[config.mk]
export PLATFORM = sky130hd
export DESIGN_NAME = usb_bulk_ep_trn
export DESIGN_NICKNAME = d
export VERILOG_FILES = /design/src/rtl/usb_pkg.sv /design/src/rtl/usb_bulk_ep_trn.sv
export SDC_FILE = /design/constraint.sdc
export NUM_CORES = 1
export LEC_CHECK = 0
export ABC_AREA = 1
export CORE_ASPECT_RATIO = 0.9
export CORE_UTILIZATION = 48
export DETAILED_ROUTE_END_ITERATION = 7
export PLACE_DENSITY = 0.86
export SLEW_MARGIN = 10
export SYNTH_ARGS = -nofsm -noshare
export SYNTH_HDL_FRONTEND = slang
export SYNTH_SLANG_ARGS = --single-unit
[constraint.sdc]
create_clock -name clk -period 1.9 [get_ports clk]
set_input_delay 0.38 -clock clk [delete_from_list [all_inputs] [get_ports clk]]
set_output_delay 0.38 -clock clk [all_outputs]
set_load 0.005 [all_outputs]
[src/rtl/usb_pkg.sv]
// Shared USB transaction-layer encodings: token types, handshake codes,
// DATA PID types and the one-hot state encoding of the bulk endpoint FSM.
package usb_pkg;

  typedef enum logic [1:0] {
    TOK_OUT   = 2'b00,
    TOK_IN    = 2'b10,
    TOK_SETUP = 2'b11
  } tok_e;

  typedef enum logic [1:0] {
    HSK_ACK   = 2'b00,
    HSK_NAK   = 2'b10,
    HSK_STALL = 2'b11,
    HSK_NYET  = 2'b01
  } hsk_e;

  typedef enum logic [1:0] {
    PID_DATA0 = 2'b00,
    PID_DATA1 = 2'b10
  } data_pid_e;

  typedef enum logic [5:0] {
    ST_IDLE     = 6'b000001,
    ST_OUT_DATA = 6'b000010,
    ST_IN_START = 6'b000100,
    ST_IN_DATA  = 6'b001000,
    ST_IN_WAIT  = 6'b010000,
    ST_SEND_HSK = 6'b100000
  } state_e;

endpackage

[src/rtl/usb_bulk_ep_trn.sv]
// Bulk IN/OUT endpoint transaction sequencer.
// Consumes token/data/handshake strobes from the USB packet layer, owns the
// DATA0/DATA1 toggles, forwards OUT payloads to m_axis (one-byte holding
// register so tlast lands on the final byte) and streams IN payloads from a
// store-and-forward source on s_axis, signalling commit or rewind.
// Ports:
//   trn_*          token from the packet layer
//   rx_trn_*       received data packet / host handshake
//   tx_trn_*       handshake and IN data requests to the packet layer
//   m_axis_*       OUT payload sink (no backpressure, gated by out_space)
//   s_axis_*       IN payload source; in_zlp/in_commit/in_rewind control it
//   ep_halt        reply STALL; clr_toggle resets both toggles to DATA0
module usb_bulk_ep_trn
  import usb_pkg::*;
#(
  parameter logic [3:0]  ENDPOINT = 4'd1,
  parameter int unsigned TIMEOUT  = 1024
) (
  input  logic       clk,
  input  logic       rst_n,
  input  logic [1:0] trn_type,
  input  logic [3:0] trn_endpoint,
  input  logic       trn_start,
  input  logic [1:0] rx_trn_data_type,
  input  logic       rx_trn_valid,
  input  logic [7:0] rx_trn_data,
  input  logic       rx_trn_end,
  input  logic       crc_error,
  input  logic       rx_trn_hsk_received,
  input  logic [1:0] rx_trn_hsk_type,
  output logic       tx_trn_send_hsk,
  output logic [1:0] tx_trn_hsk_type,
  input  logic       tx_trn_hsk_sended,
  output logic       tx_trn_data_start,
  output logic [1:0] tx_trn_data_type,
  output logic [7:0] tx_trn_data,
  output logic       tx_trn_data_valid,
  output logic       tx_trn_data_last,
  input  logic       tx_trn_data_ready,
  output logic       m_axis_tvalid,
  output logic       m_axis_tlast,
  output logic       m_axis_tuser,
  output logic [7:0] m_axis_tdata,
  input  logic       out_space,
  input  logic       s_axis_tvalid,
  input  logic       s_axis_tlast,
  input  logic [7:0] s_axis_tdata,
  output logic       s_axis_tready,
  input  logic       in_zlp,
  output logic       in_commit,
  output logic       in_rewind,
  input  logic       ep_halt,
  input  logic       clr_toggle
);

  localparam int unsigned TW = $clog2(TIMEOUT + 1);

  state_e        state;
  logic          out_toggle;
  logic          in_toggle;
  logic          nak;
  logic          stall;
  logic          fwd;
  logic          first;
  logic          zlp;
  logic [7:0]    hold_data;
  logic          hold_valid;
  logic [TW-1:0] timer;

  logic tok_hit;
  logic rx_match;
  logic fwd_now;
  logic timer_done;
  logic unused_pid_lsb;

  assign tok_hit        = trn_start && (trn_endpoint == ENDPOINT);
  assign rx_match       = rx_trn_data_type[1] == out_toggle;
  // Forward decision is taken on the first byte and held for the packet.
  assign fwd_now        = first ? (!nak && rx_match) : fwd;
  assign timer_done     = timer == TW'(TIMEOUT);
  assign unused_pid_lsb = rx_trn_data_type[0];

  // IN payload passes straight through from the source while streaming.
  always_comb begin
    tx_trn_data       = 8'h00;
    tx_trn_data_valid = 1'b0;
    tx_trn_data_last  = 1'b0;
    s_axis_tready     = 1'b0;
    if (state == ST_IN_DATA) begin
      if (zlp) begin
        tx_trn_data_last = 1'b1;
      end else begin
        tx_trn_data       = s_axis_tdata;
        tx_trn_data_valid = s_axis_tvalid;
        tx_trn_data_last  = s_axis_tlast;
        s_axis_tready     = tx_trn_data_ready;
      end
    end
  end

  // Transaction FSM with registered outputs and toggle state.
  always_ff @(posedge clk or negedge rst_n) begin
    if (!rst_n) begin
      state             <= ST_IDLE;
      out_toggle        <= 1'b0;
      in_toggle         <= 1'b0;
      nak               <= 1'b0;
      stall             <= 1'b0;
      fwd               <= 1'b0;
      first             <= 1'b0;
      zlp               <= 1'b0;
      hold_data         <= 8'h00;
      hold_valid        <= 1'b0;
      timer             <= '0;
      tx_trn_send_hsk   <= 1'b0;
      tx_trn_hsk_type   <= 2'b00;
      tx_trn_data_start <= 1'b0;
      tx_trn_data_type  <= 2'b00;
      m_axis_tvalid     <= 1'b0;
      m_axis_tlast      <= 1'b0;
      m_axis_tuser      <= 1'b0;
      m_axis_tdata      <= 8'h00;
      in_commit         <= 1'b0;
      in_rewind         <= 1'b0;
    end else begin
      m_axis_tvalid     <= 1'b0;
      m_axis_tlast      <= 1'b0;
      m_axis_tuser      <= 1'b0;
      tx_trn_data_start <= 1'b0;
      in_commit         <= 1'b0;
      in_rewind         <= 1'b0;
      if (!timer_done) timer <= timer + 1'b1;

      case (state)
        ST_IDLE: begin
          if (tok_hit && trn_type == TOK_OUT) begin
            state      <= ST_OUT_DATA;
            nak        <= ep_halt || !out_space;
            stall      <= ep_halt;
            first      <= 1'b1;
            hold_valid <= 1'b0;
            timer      <= '0;
          end else if (tok_hit && trn_type == TOK_IN) begin
            if (ep_halt) begin
              state           <= ST_SEND_HSK;
              tx_trn_send_hsk <= 1'b1;
              tx_trn_hsk_type <= HSK_STALL;
            end else if (!s_axis_tvalid && !in_zlp) begin
              state           <= ST_SEND_HSK;
              tx_trn_send_hsk <= 1'b1;
              tx_trn_hsk_type <= HSK_NAK;
            end else begin
              state             <= ST_IN_START;
              tx_trn_data_start <= 1'b1;
              tx_trn_data_type  <= {in_toggle, 1'b0};
            end
          end
        end

        ST_OUT_DATA: begin
          if (rx_trn_end) begin
            // Flush the held byte as the last beat; CRC failure marks it bad.
            if (hold_valid) begin
              m_axis_tvalid <= 1'b1;
              m_axis_tlast  <= 1'b1;
              m_axis_tuser  <= crc_error;
              m_axis_tdata  <= hold_data;
              hold_valid    <= 1'b0;
            end
            if (crc_error) begin
              state <= ST_IDLE;
            end else begin
              state           <= ST_SEND_HSK;
              tx_trn_send_hsk <= 1'b1;
              if (stall) begin
                tx_trn_hsk_type <= HSK_STALL;
              end else if (nak) begin
                tx_trn_hsk_type <= HSK_NAK;
              end else begin
                // A duplicate (toggle mismatch) is ACKed without flipping.
                tx_trn_hsk_type <= HSK_ACK;
                if (rx_match) out_toggle <= ~out_toggle;
              end
            end
          end else if (timer_done) begin
            state <= ST_IDLE;
          end else if (rx_trn_valid) begin
            first <= 1'b0;
            fwd   <= fwd_now;
            if (fwd_now) begin
              if (hold_valid) begin
                m_axis_tvalid <= 1'b1;
                m_axis_tdata  <= hold_data;
              end
              hold_data  <= rx_trn_data;
              hold_valid <= 1'b1;
            end
          end
        end

        ST_IN_START: begin
          state <= ST_IN_DATA;
          zlp   <= !s_axis_tvalid;
        end

        ST_IN_DATA: begin
          if (zlp || (s_axis_tvalid && tx_trn_data_ready && s_axis_tlast)) begin
            state <= ST_IN_WAIT;
            timer <= '0;
          end
        end

        ST_IN_WAIT: begin
          if (rx_trn_hsk_received) begin
            state <= ST_IDLE;
            if (rx_trn_hsk_type == HSK_ACK) begin
              in_commit <= 1'b1;
              in_toggle <= ~in_toggle;
            end else begin
              in_rewind <= 1'b1;
            end
          end else if (timer_done) begin
            state     <= ST_IDLE;
            in_rewind <= 1'b1;
          end
        end

        ST_SEND_HSK: begin
          if (tx_trn_hsk_sended) begin
            tx_trn_send_hsk <= 1'b0;
            state           <= ST_IDLE;
          end
        end

        default: state <= ST_IDLE;
      endcase

      // Toggle clear wins over any flip in the same cycle.
      if (clr_toggle) begin
        out_toggle <= 1'b0;
        in_toggle  <= 1'b0;
      end
    end
  end

endmodule

# Word-level counts from Yosys, hierarchy flattened
# Cells that the tools add are included.
word_totals:
  elab_cells: 186
  output_inout_bits: 30
  regBits: 51
op_classes:
  n_reduce_logical: 37
  add_sub_neg: 1
  eq_ne: 29
  bitwise_logic: 7
  muxes: 91
ops:
  columns: ["operator", "n"]
  rows:
  - ["6-bit two-way mux", 10]
  - ["1-bit two-way mux", 57]
  - ["8-bit two-way mux", 7]
  - ["6-bit one-hot mux with 6 select lines", 1]
  - ["11-bit two-way mux", 3]
  - ["2-bit inequality test (second input constant)", 12]
  - ["11-bit one-hot mux with 2 select lines", 1]
  - ["5-bit AND reduction", 4]
  - ["2-bit nonzero test", 9]
  - ["2-bit two-way mux", 8]
  - ["3-bit inequality test (second input constant)", 5]
  - ["6-bit AND reduction", 2]
  - ["11-bit by 1-bit adder with 11-bit output (second input constant)", 1]
  - ["11-bit equality test (second input constant)", 1]
  - ["4-bit AND reduction", 2]
  - ["1-bit logical AND", 7]
  - ["1-bit inverter", 7]
  - ["7-bit AND reduction", 1]
  - ["6-bit by 1-bit equality test with 1-bit output (second input constant)", 1]
  - ["6-bit by 2-bit equality test with 1-bit output (second input constant)", 1]
  - ["6-bit by 3-bit equality test with 1-bit output (second input constant)", 1]
  - ["6-bit by 4-bit equality test with 1-bit output (second input constant)", 1]
  - ["6-bit by 5-bit equality test with 1-bit output (second input constant)", 1]
  - ["6-bit equality test (second input constant)", 1]
  - ["13 further kinds", 21]

# Logic depth before layout (Yosys ltp)
logic_depth:
  word_depth: 8
  ltp_mapped: 11
  mapped_depth_nobuf: 11

# Least setup slack after synthesis
# OpenSTA, ideal clock, no wires.
synth_timing:
  kind: "reg2out"
  start: "register state[1]"
  end: "output port s_axis_tready"
  n_path_buf: 1
  slack_ns: 0.433
  t_arrival_ns: 1.087
  stages_incl_launch_ff: 5
  path_cell_list: "dfrtp_1 > nor2_1 > nand3_1 > clkbuf_1 > nor2_1"
synth_between:
  elab_chain_len: 2
synth_lines:
  columns: ["item", "line", "source"]
  rows:
  - ["from (decl)", "usb_bulk_ep_trn.sv:58", "state_e state;"]
  - ["from (signal assigned)", "usb_bulk_ep_trn.sv:104", "state <= ST_IDLE;"]
  - ["from (signal assigned)", "usb_bulk_ep_trn.sv:137", "state <= ST_OUT_DATA;"]
  - ["from (signal assigned)", "usb_bulk_ep_trn.sv:145", "state <= ST_SEND_HSK;"]
  - ["6-bit by 4-bit equality test with 1-bit output", "usb_bulk_ep_trn.sv:89", "if (state == ST_IN_DATA) begin"]
  - ["1-bit two-way mux", "usb_bulk_ep_trn.sv:89", null]
  - ["to (decl)", "usb_bulk_ep_trn.sv:48", "output logic s_axis_tready,"]
# No other way between the ends.

# Final worst setup path
layout_timing:
  start: "register state[2]"
  end: "output port tx_trn_data[6]"
layout_between:
  elab_chain_len: 2
layout_lines:
  columns: ["item", "line", "source"]
  rows:
  - ["6-bit by 4-bit equality test with 1-bit output", "usb_bulk_ep_trn.sv:89", null]
  - ["8-bit two-way mux", "usb_bulk_ep_trn.sv:89", null]
  - ["to (decl)", "usb_bulk_ep_trn.sv:36", "output logic [7:0] tx_trn_data,"]
# No other way between the ends.

==> impl_results.md <==
- Synth Flop Type: dfrtp_1
- Gr ovfl total: 0
- Total power: 0.00321 W
- Core ar.: 5260 µm²
- Worst-path clk slew: 0.10 ns
- # DRC: 0
- Die ar.: 5730 µm²
- Worst min path class: input pin to asynchronous set/reset pin
- TritonCTS clock tree: built
- CP Class: flop to primary output
- Critical path fanouts, max: 6
- First-pass GRT wire length: 9730 µm
- Initial core utilization: 0.496
- Finished Core Util: 0.697
- Largest buffer count on any clock path: 2
- Synth area leaders: dfrtp_1 48%, nand2_1 13%, nor2_1 8.2%, inv_1 6.5%, nand3_1 3.3%
- Critical R2R Capture: hold_data[7]
- Fmax: 551 MHz
- Worst setup SP type: flop
- Pins Over Slew Limit: 0
- Commonest cells post-synth: 89 x nand2_1, 57 x nor2_1, 50 x dfrtp_1, 45 x inv_1, 17 x nand3_1
- Final ANT Viol Nets: 0
- Arr. time, crit path: 1.43 ns
- Detailed Route Iter0 Violations: 116
- Clock buffer count from CTS: 5
- Post-route clock skew: 0.00940 ns
- Final setup vio count: 0
- TNS Setup: 0 ns
- Final-stage net count: 471
- Post-DP HPWL: 4310 µm
- Routed vias/inst: 4.85
- Initial antenna violation count: 0
- Top-area cell type share of the netlist area: 0.480
- DIE WIDTH: 79.7 µm
- CTS sink cnt: 51
- Power Density: 877 nW/µm²
- Tmin final: 1.81 ns
- Synth cell types: 37
- RSZ-0062 raised after global routing: false
- Syn-to-layout area delta: 40.6%
- R2R Setup Slk: 0.10 ns
- Count leader, synth: nand2_1
- Reg2Reg Launch Point: state[2]
- Vias post-DR: 2407
- Share of layout cells above drive strength 1: 0.138
- RD Place Congestion: 0.842
- DR pass1 iterations: 4
- Clock Tree Root: clkbuf_8
- Hold Fails Final Rpt: 0
- N_diodes: 0
- Area leader, netlist: dfrtp_1
- Pin count of the biggest net entering global routing: 52
- # IOs: 71
- Post-synthesis async set-or-reset flop share: 1.00
- CTS H-tree lvls: 2
- Avg Synthesized Cell Area: 7.83 µm²
- P_leak: 1.87 nW
- Vias in the first global route: 2266
- IO buf count: 68
- R2R cell count: 8
- Peak VDD IR: 0.000523 V
- Clk Latency, worst-skew pair: 0.31 ns
- Status: completed
- Cells after Synth: 333
- FP Rows: 25
- Net Count, Synth: 376
- Period utilisation layout: 0.955
- Sequential area share after synthesis: 0.490
- WP data required: 1.52 ns
- Syn Std Cell Area: 2610 µm²
- Synth warn: 0
- Die H: 71.9 µm
- Aggregate routed wire length: 5830 µm
- Flops & latches, synth: 51
- Max_cap viols: 0
- CP Capture Type: primary output
- Post-synth EDFFs: 0
- GR Util All Layers: 0.218
- # hold bufs at CTS: 0
- Routed len/inst: 11.8 µm
-- worst max-delay path by stage --
| stage | end | cells after the start | slack (ns) | from |
|---|---|---|---|---|
| after CTS | tx_trn_data[0] | 5 | 0.05 | state[4] |
| after floorplan | s_axis_tready | 4 | 0.43 | state[1] |
| after global placement | tx_trn_data_valid | 4 | -0.03 | s_axis_tvalid |
| after global routing | hold_data[1] | 8 | 0.002 | state[2] |
| after detailed placement | tx_trn_data_valid | 4 | -0.03 | s_axis_tvalid |
| final | tx_trn_data[6] | 5 | 0.09 | state[2] |
-- area by class of cell --
cell class                      instances  area [µm²]
Fill cell                             423        1590
Sequential cell                        51        1280
Multi-Input combinational cell        232        1150
Timing Repair Buffer                   92         862
Inverter                               46         173
Tap cell                               67        83.8
Clock buffer                            5        68.8
Clock inverter                          3        47.5
-- power breakdown --
part / total (W) / internal [W] / switching [W]
logic: 0.00113 / 0.000483 / 0.000646
clock network: 0.000773 / 0.000399 / 0.000374
registers: 0.00131 / 0.00122 / 0.0000911
total: 0.00321 / 0.00210 / 0.00111
-- cell usage in the layout, fill, tap and decap left out, types with 2 or more instances in the layout --
cell type        count
nor3_1               5
inv_1               45
clkdlybuf4s15_1      3
nor2_1              54
clkdlybuf4s50_1     56
a21oi_1              9
xnor2_1              2
o21ai_2              3
o21ai_0              8
dfrtp_1             50
nand3_1             16
o21ai_1              5
nor2_2               5
a21oi_2              5
dlygate4sd2_1        8
buf_4               22
nand4_1              7
nor4_1               2
ha_1                 2
nand2_1             89
clkbuf_8             5
nand3_4              2
nor2_4               4
-- flip-flops by register name, indices dropped and copies added (netlist names), 2 cells and up --
name	cells
timer	11
m_axis_tdata	8
tx_trn_hsk_type	2
state	6
hold_data	8
-- per-stage QoR --
stage	hold WS [ns]	std cells	area, µm²	worst slack (ns)
2_1_floorplan	0.0844	333	2610	0.433
3_3_place_gp	0.388	478	3450	-0.0301
3_5_place_dp	0.391	478	3450	-0.0292
4_1_cts	0.0562	491	3600	0.0483
5_1_grt	0.0715	496	3660	0.00174
6_report	0.0392	496	3660	0.0858
-- cell families (layout without fill, tap and decap cells) --
logic type	count (synthesis)	in the layout	synth area share
compound gates	34	34	0.0802
flops	51	51	0.490
other cells	1	1	0.00144
xor+xnor	2	2	0.00672
fa+ha+maj	2	2	0.00960
buf+inv	50	146	0.0778
simple gates	193	193	0.334
-- what timing repair did --
action | 4_1_cts | 5_1_grt
pin swaps | 3 | 1
setup endpoints to repair | 11 | 13
setup buffers | 5 | 5
gates resized for setup | 14 | 7
-- layer usage --
metal | track usage | part of all wire | up-vias
met5 | 0 | 0 | -
met4 | 0.0566 | 0.0093 | 0
met3 | 0.0415 | 0.032 | 6
met1 | 0.275 | 0.44 | 1133
met2 | 0.386 | 0.52 | 33
li1 | - | - | 1235
-- worst max-delay path: stages (launching register included) --
cell and delay [ns]:
dfrtp_1 0.42, nor2_2 0.16, nand3_4 0.09, buf_4 0.16
nor2_1 0.07, dlygate4sd2_1 0.23
(Power assumes the default switching activity.)
